`src/rtl/dec_trigger_ctl.sv`:
```
// Decode-stage PC-match trigger control: tdata1/tdata2 CSR state, match
// qualification/chaining/priority, sticky hits and TLU action handshake.
//
// Ports:
//   clk, rst                 clock, asynchronous active-high reset
//   dbg_mode                 core is in debug mode
//   csr_wr_*                 CSR write (sel, addr 0=tdata1 1=tdata2, data)
//   csr_rd_*                 CSR combinational read (0 for sel >= NUM_TRIG)
//   i0/i1_valid, _match      decode slot valid and raw per-trigger matches
//   trig_*                   per-trigger configuration to the match datapath
//   action_*                 registered action to TLU, req/ack handshake
//   stall_d                  hold decode while an action is pending
//
// Optional feature: define TRIGGER_CHAIN_EN to enable chained pairs (0,1),(2,3).
module dec_trigger_ctl #(
    parameter int NUM_TRIG = 4
) (
    input  logic                  clk,
    input  logic                  rst,
    input  logic                  dbg_mode,
    input  logic                  csr_wr_en,
    input  logic [1:0]            csr_wr_sel,
    input  logic                  csr_wr_addr,
    input  logic [31:0]           csr_wr_data,
    input  logic [1:0]            csr_rd_sel,
    input  logic                  csr_rd_addr,
    output logic [31:0]           csr_rd_data,
    input  logic                  i0_valid,
    input  logic                  i1_valid,
    input  logic [NUM_TRIG-1:0]   i0_match,
    input  logic [NUM_TRIG-1:0]   i1_match,
    output logic [NUM_TRIG-1:0]   trig_select,
    output logic [NUM_TRIG-1:0]   trig_match,
    output logic [NUM_TRIG-1:0]   trig_execute,
    output logic [NUM_TRIG-1:0]   trig_m,
    output logic [32*NUM_TRIG-1:0] trig_tdata2,
    output logic                  action_req,
    output logic                  action_dbg,
    output logic                  action_i1,
    output logic [1:0]            action_idx,
    input  logic                  action_ack,
    output logic                  stall_d
);

    typedef enum logic {IDLE, REQ} state_t;

    state_t state;

    logic [NUM_TRIG-1:0] dmode;
    logic [NUM_TRIG-1:0] hit;
    logic [NUM_TRIG-1:0] select;
    logic [NUM_TRIG-1:0] action;
    logic [NUM_TRIG-1:0] chain;
    logic [NUM_TRIG-1:0] match;
    logic [NUM_TRIG-1:0] m;
    logic [NUM_TRIG-1:0] execute;
    logic [31:0]         tdata2 [NUM_TRIG];

    logic [NUM_TRIG-1:0] wr_t1;
    logic [NUM_TRIG-1:0] wr_t2;
    logic [NUM_TRIG-1:0] q0;
    logic [NUM_TRIG-1:0] q1;
    logic [NUM_TRIG-1:0] f0;
    logic [NUM_TRIG-1:0] f1;
    logic [NUM_TRIG-1:0] win;
    logic                win_i1;
    logic                win_dbg;
    logic [1:0]          win_idx;
    logic                fire;
    logic                new_dmode;

    // Only the fields above are stored; remaining data bits are dropped.
    logic unused_bits;
    assign unused_bits = ^csr_wr_data;

    assign trig_select  = select;
    assign trig_match   = match;
    assign trig_execute = execute;
    assign trig_m       = m;

    for (genvar g = 0; g < NUM_TRIG; g++) begin : g_td2
        assign trig_tdata2[32*g +: 32] = tdata2[g];
    end

    // A trigger owned by debug mode is locked against writes from M-mode.
    always_comb begin
        wr_t1 = '0;
        wr_t2 = '0;
        for (int i = 0; i < NUM_TRIG; i++) begin
            if (csr_wr_en && csr_wr_sel == 2'(i) && !(dmode[i] && !dbg_mode)) begin
                wr_t1[i] = ~csr_wr_addr;
                wr_t2[i] = csr_wr_addr;
            end
        end
    end

    always_comb begin
        csr_rd_data = '0;
        for (int i = 0; i < NUM_TRIG; i++) begin
            if (csr_rd_sel == 2'(i)) begin
                if (csr_rd_addr)
                    csr_rd_data = tdata2[i];
                else
                    csr_rd_data = {4'h2, dmode[i], 6'b0, hit[i], select[i],
                                   6'b0, action[i], chain[i], 3'b0,
                                   match[i], m[i], 3'b0, execute[i], 2'b0};
            end
        end
    end

    always_comb begin
        q0 = {NUM_TRIG{i0_valid & ~dbg_mode & (state == IDLE)}}
             & i0_match & execute & ~select;
        q1 = {NUM_TRIG{i1_valid & ~dbg_mode & (state == IDLE)}}
             & i1_match & execute & ~select;
        f0 = q0;
        f1 = q1;
`ifdef TRIGGER_CHAIN_EN
        // A chained pair fires as a unit, only when both match on one slot.
        for (int k = 0; k < NUM_TRIG / 2; k++) begin
            if (chain[2*k]) begin
                f0[2*k]   = q0[2*k] & q0[2*k+1];
                f0[2*k+1] = q0[2*k] & q0[2*k+1];
                f1[2*k]   = q1[2*k] & q1[2*k+1];
                f1[2*k+1] = q1[2*k] & q1[2*k+1];
            end
        end
`endif
        win_i1 = ~(|f0);
        win    = win_i1 ? f1 : f0;
        fire   = |win;
        win_idx = '0;
        win_dbg = 1'b0;
        for (int i = NUM_TRIG - 1; i >= 0; i--) begin
            if (win[i]) begin
                win_idx = 2'(i);
                win_dbg = action[i];
            end
        end
    end

    assign new_dmode = dbg_mode ? csr_wr_data[27] : 1'b0;

    always_ff @(posedge clk or posedge rst) begin
        if (rst) begin
            dmode   <= '0;
            hit     <= '0;
            select  <= '0;
            action  <= '0;
            match   <= '0;
            m       <= '0;
            execute <= '0;
            for (int i = 0; i < NUM_TRIG; i++) tdata2[i] <= '0;
        end else begin
            for (int i = 0; i < NUM_TRIG; i++) begin
                if (win[i]) hit[i] <= 1'b1;
                // Later assignment lets a same-cycle tdata1 write beat the hit.
                if (wr_t1[i]) begin
                    // Unlocked + dbg_mode=0 implies current dmode is 0.
                    dmode[i]   <= new_dmode;
                    action[i]  <= csr_wr_data[12] & new_dmode;
                    hit[i]     <= csr_wr_data[20];
                    select[i]  <= csr_wr_data[19];
                    match[i]   <= csr_wr_data[7];
                    m[i]       <= csr_wr_data[6];
                    execute[i] <= csr_wr_data[2];
                end
                if (wr_t2[i]) tdata2[i] <= csr_wr_data;
            end
        end
    end

`ifdef TRIGGER_CHAIN_EN
    always_ff @(posedge clk or posedge rst) begin
        if (rst) begin
            chain <= '0;
        end else begin
            for (int i = 0; i < NUM_TRIG; i++)
                if (wr_t1[i]) chain[i] <= csr_wr_data[11];
        end
    end
`else
    assign chain = '0;
`endif

    always_ff @(posedge clk or posedge rst) begin
        if (rst) begin
            state      <= IDLE;
            action_req <= 1'b0;
            stall_d    <= 1'b0;
            action_dbg <= 1'b0;
            action_i1  <= 1'b0;
            action_idx <= '0;
        end else begin
            unique case (state)
                IDLE: begin
                    if (fire) begin
                        state      <= REQ;
                        action_req <= 1'b1;
                        stall_d    <= 1'b1;
                        action_dbg <= win_dbg;
                        action_i1  <= win_i1;
                        action_idx <= win_idx;
                    end
                end
                REQ: begin
                    if (action_ack) begin
                        state      <= IDLE;
                        action_req <= 1'b0;
                        stall_d    <= 1'b0;
                    end
                end
                default: state <= IDLE;
            endcase
        end
    end

endmodule

```
`config.mk`:
```
export PLATFORM = sky130hd
export DESIGN_NAME = dec_trigger_ctl
export DESIGN_NICKNAME = d
export VERILOG_FILES = /design/src/rtl/dec_trigger_ctl.sv
export SDC_FILE = /design/constraint.sdc
export NUM_CORES = 1
export LEC_CHECK = 0
export CAP_MARGIN = 20
export CORE_MARGIN = 2
export CORE_UTILIZATION = 51
export DETAILED_ROUTE_END_ITERATION = 12
export GPL_ROUTABILITY_DRIVEN = 0
export GPL_TIMING_DRIVEN = 0
export PLACE_DENSITY = 0.82
export SYNTH_ARGS = -nofsm -noshare
export SYNTH_HDL_FRONTEND = slang
export SYNTH_SLANG_ARGS = --single-unit
```
`constraint.sdc`:
```
create_clock -name clk -period 12.6 [get_ports clk]
set_input_delay 2.52 -clock clk [delete_from_list [all_inputs] [get_ports clk]]
set_output_delay 2.52 -clock clk [all_outputs]
set_load 0.02 [all_outputs]
```
==> flow_summary_export.csv <==
group,metric,value,unit
placement,dp_hpwl,15400,um
cells_and_area,post-route-util,74.1,%
worst_setup_path,cp_top_family,"buffers and inverters",
worst_setup_path,cpPeakStageDelay,0.55,ns
clocking,cts_hold_buf,0,
global_route,grt_pass1_wl,34100,um
worst_setup_path,reg2reg_to,"trig_tdata2[74]$_DFFE_PP0P_",
timing,fin_tns_setup,0,ns
die,core-area,0.0145,mm^2
logic_synthesis,synth-edff-count,0,
timing,setup_viol,0,
logic_synthesis,synth_xor_area_share,0,%
worst_setup_path,critPathBufInv,4,
clocking,post_cts_resized,0,
run,drv_cap,0,
die,initial_utilization,52.2,%
logic_synthesis,ys_seq_area_share,53.4,%
timing,max_freq,132,MHz
logic_synthesis,avgSynthCellArea,15.3,um^2
hold_path,hold_path_class,"reg -> reg",
timing,rsz0062_at_grt,"no",
logic_synthesis,synth_mux_area_share,34.7,%
global_route,track_usage,28.1,%
logic_synthesis,synth_compound_area_share,3.74,%
die,fp.dieArea,0.0159,mm^2
clocking,path_clk_slew,0.06,ns
die,ioPinCount,235,
clocking,clockBufferDepth,2,
die,die_height,126,um
routing,routed-wl-met3,1470,um
global_route,overflow,0,
routing,via_count,5464,
placement,dp_slack,5.02,ns
placement,port_buffers,232,
logic_synthesis,synth.largest_area_cell,"dfrtp_1",
timing,slew-limit-headroom,40.7,%
clocking,clockRootBuffer,"clkbuf_16",
logic_synthesis,yosysUniqueCellTypes,48,
logic_synthesis,netlist_area,0.00759,mm^2
worst_setup_path,critPathKind,"in -> out",
power,powerDensity,195,mW/mm^2
logic_synthesis,synth_cells,496,
clocking,h-tree-depth,4,
die,fp.dieW,126,um
routing,wl_met2,11000,um
logic_synthesis,yosys-top-cells-area,"dfrtp_1 (53%), mux2_2 (12%), mux4_2 (12%), mux2_1 (11%), and2_1 (2.0%)",
routing,routed_wl,21700,um
global_route,grt_pass1_vias,5851,
worst_setup_path,startpoint_type,"input port",
routing,antenna_left,0,
cells_and_area,diodes,0,
worst_setup_path,end_kind,"output pin",
timing,hold_viol,0,
logic_synthesis,yosysMostFrequentCell,"dfrtp_1",
logic_synthesis,synth-seq-cells,162,
power,p_leak,4.43,nW
routing,via_per_inst,5.78,
clocking,cts_tree,"built",
logic_synthesis,ys_top_cells_by_count,"dfrtp_1 (162), mux2_2 (81), mux2_1 (75)",
routing,drcViolationCount,0,
power,peakVddDrop,0.110,mV
logic_synthesis,synthFlopType,"dfrtp_1",
clocking,post_cts_buffers,0,
clocking,cts_made_buffers,17,
logic_synthesis,synth_top_area_share,53.4,%
outcome,status,"finished, final reports clean",
logic_synthesis,ys_warn_count,0,
timing,fin_hold_ws,0.511,ns
cells_and_area,area_growth,41.8,%
worst_setup_path,crit_chain,"clkdlybuf4s50_1, buf_2, buf_2, mux4_2, mux2_2, clkdlybuf4s50_1",
hold_path,holdCritStartpoint,"trig_tdata2[37]$_DFFE_PP0P_",
hold_path,hold_depth,1,
cells_and_area,drive_above_1_share,25.0,%
routing,wl_met1,8740,um
worst_setup_path,r2r_start,"dmode[2]$_DFFE_PP0P_",
cells_and_area,nets,801,
global_route,antenna_found_initial,0,
worst_setup_path,r2r_cells,5,
worst_setup_path,rrSetupSlack,10.73,ns
logic_synthesis,yosys.area_share.simple,6.03,%
routing,dr.pass1.iters,4,
logic_synthesis,synthArstFlopShare,100,%
timing,fin_skew,0.0182,ns
timing,drv_slew,0,
die,row_count,44,
worst_setup_path,worstPathArrival,5.07,ns
logic_synthesis,synth_top_family_by_area,"multiplexers",
timing,fin_ws,5.01,ns
global_route,grt_max_degree,99,
clocking,cts_sinks,162,
worst_setup_path,slowest_stage,"clkdlybuf4s50_1",
timing,final.period_utilization,60.2,%
worst_setup_path,worstPathRequired,10.08,ns
hold_path,worstHoldEndpoint,"trig_tdata2[37]$_DFFE_PP0P_",
routing,highest_layer,"met4",
timing,period_minus_slack,7.59,ns
routing,wire_per_inst,22.9,um
routing,initialDrtViolationCount,357,
logic_synthesis,synthAdderAreaFrac,0,%
clocking,insertion_delay,0.43,ns
timing,tightest_slew,0.890,ns
logic_synthesis,synth.net_count,549,
worst_setup_path,worstPathMaxFanout,10,
==> layout by cell type, fill, tap and decap left out, types with 2 or more instances in the layout <==
master,instances
nand2_1,6
o21ai_1,2
mux4_2,39
and2b_2,2
clkbuf_16,17
dfrtp_1,162
nand3_1,3
a22oi_1,3
a31oi_1,2
mux2_1,75
a21oi_1,6
clkdlybuf4s50_1,232
and2_1,24
buf_4,4
clkinv_2,4
nand2b_1,3
clkinvlp_4,2
nor2_1,12
o21a_1,2
clkbuf_1,9
nand3b_1,3
nor3_1,4
a21o_1,2
bufinv_16,3
o211ai_1,2
and3b_1,3
inv_1,5
o21ai_0,3
or3b_4,2
mux2_2,81
buf_2,17
nor2_2,2
==> how the worst max path moves through the flow <==
stage | slack [ns] | cells after the start | startpoint | end
2_1_floorplan | 5.70 | 1 | rst | action[0]$_DFFE_PP0P_
3_3_place_gp | 3.82 | 2 | rst | trig_tdata2[26]$_DFFE_PP0P_
3_5_place_dp | 5.02 | 6 | csr_rd_sel[0] | csr_rd_data[27]
4_1_cts | 5.00 | 6 | csr_rd_sel[0] | csr_rd_data[27]
5_1_grt | 4.93 | 6 | csr_rd_sel[0] | csr_rd_data[27]
6_report | 5.01 | 6 | csr_rd_sel[0] | csr_rd_data[27]
==> worst reg2reg max path, cell delays in order (launching register included) <==
cell	delay, ns
dfrtp_1	0.38
inv_1	0.07
o211ai_1	0.12
nor2_1	0.39
buf_2	0.39
mux2_2	0.39
==> report_power, final <==
group,switching (mW),total [mW],internal [mW],leakage (nW)
Clock,0.204,0.520,0.316,0.284
Combinational,0.377,0.806,0.429,2.20
Sequential,0.113,0.771,0.658,1.95
Total,0.694,2.10,1.40,4.43
==> logic make-up after synthesis <==
kind of cell | after synthesis
buffers and inverters | 33
muxes | 195
and+or+nand+nor | 73
AOI/OAI and AO/OA | 33
DFF | 162
==> metal layers <==
metal  vias to the layer above  global-route usage [%]
met4                         0                    9.57
met2                       210                    47.1
met1                      2858                    35.7
met5                         -                       0
li1                       2367                       -
met3                        29                    7.43
==> area by class of cell <==
class | count | area [um^2]
sequential | 162 | 4050
buffer | 26 | 134
fill | 979 | 3770
tap | 184 | 230
clock buffer | 22 | 454
inverter | 7 | 31.3
clock inverter | 10 | 134
timing repair buffer | 233 | 2350
multi-input combinational | 301 | 3380
==> stage by stage <==
step / instance area [um^2] / total power [mW] / cells
2_1_floorplan: 7590 / 1.17 / 496
3_3_place_gp: 10100 / 1.55 / 912
3_5_place_dp: 10200 / 1.58 / 913
4_1_cts: 10800 / 2.11 / 945
5_1_grt: 10800 / 2.18 / 945
6_report: 10800 / 2.10 / 945
==> flip-flops by register name, indices dropped and copies added, names as in the netlist <==
name	cells
action	4
action_dbg	1
action_i1	1
action_idx	2
dmode	4
hit	4
stall_d	1
state	1
trig_execute	4
trig_m	4
trig_match	4
trig_select	4
trig_tdata2	128
No activity file was read; power rests on OpenSTA's default activity.
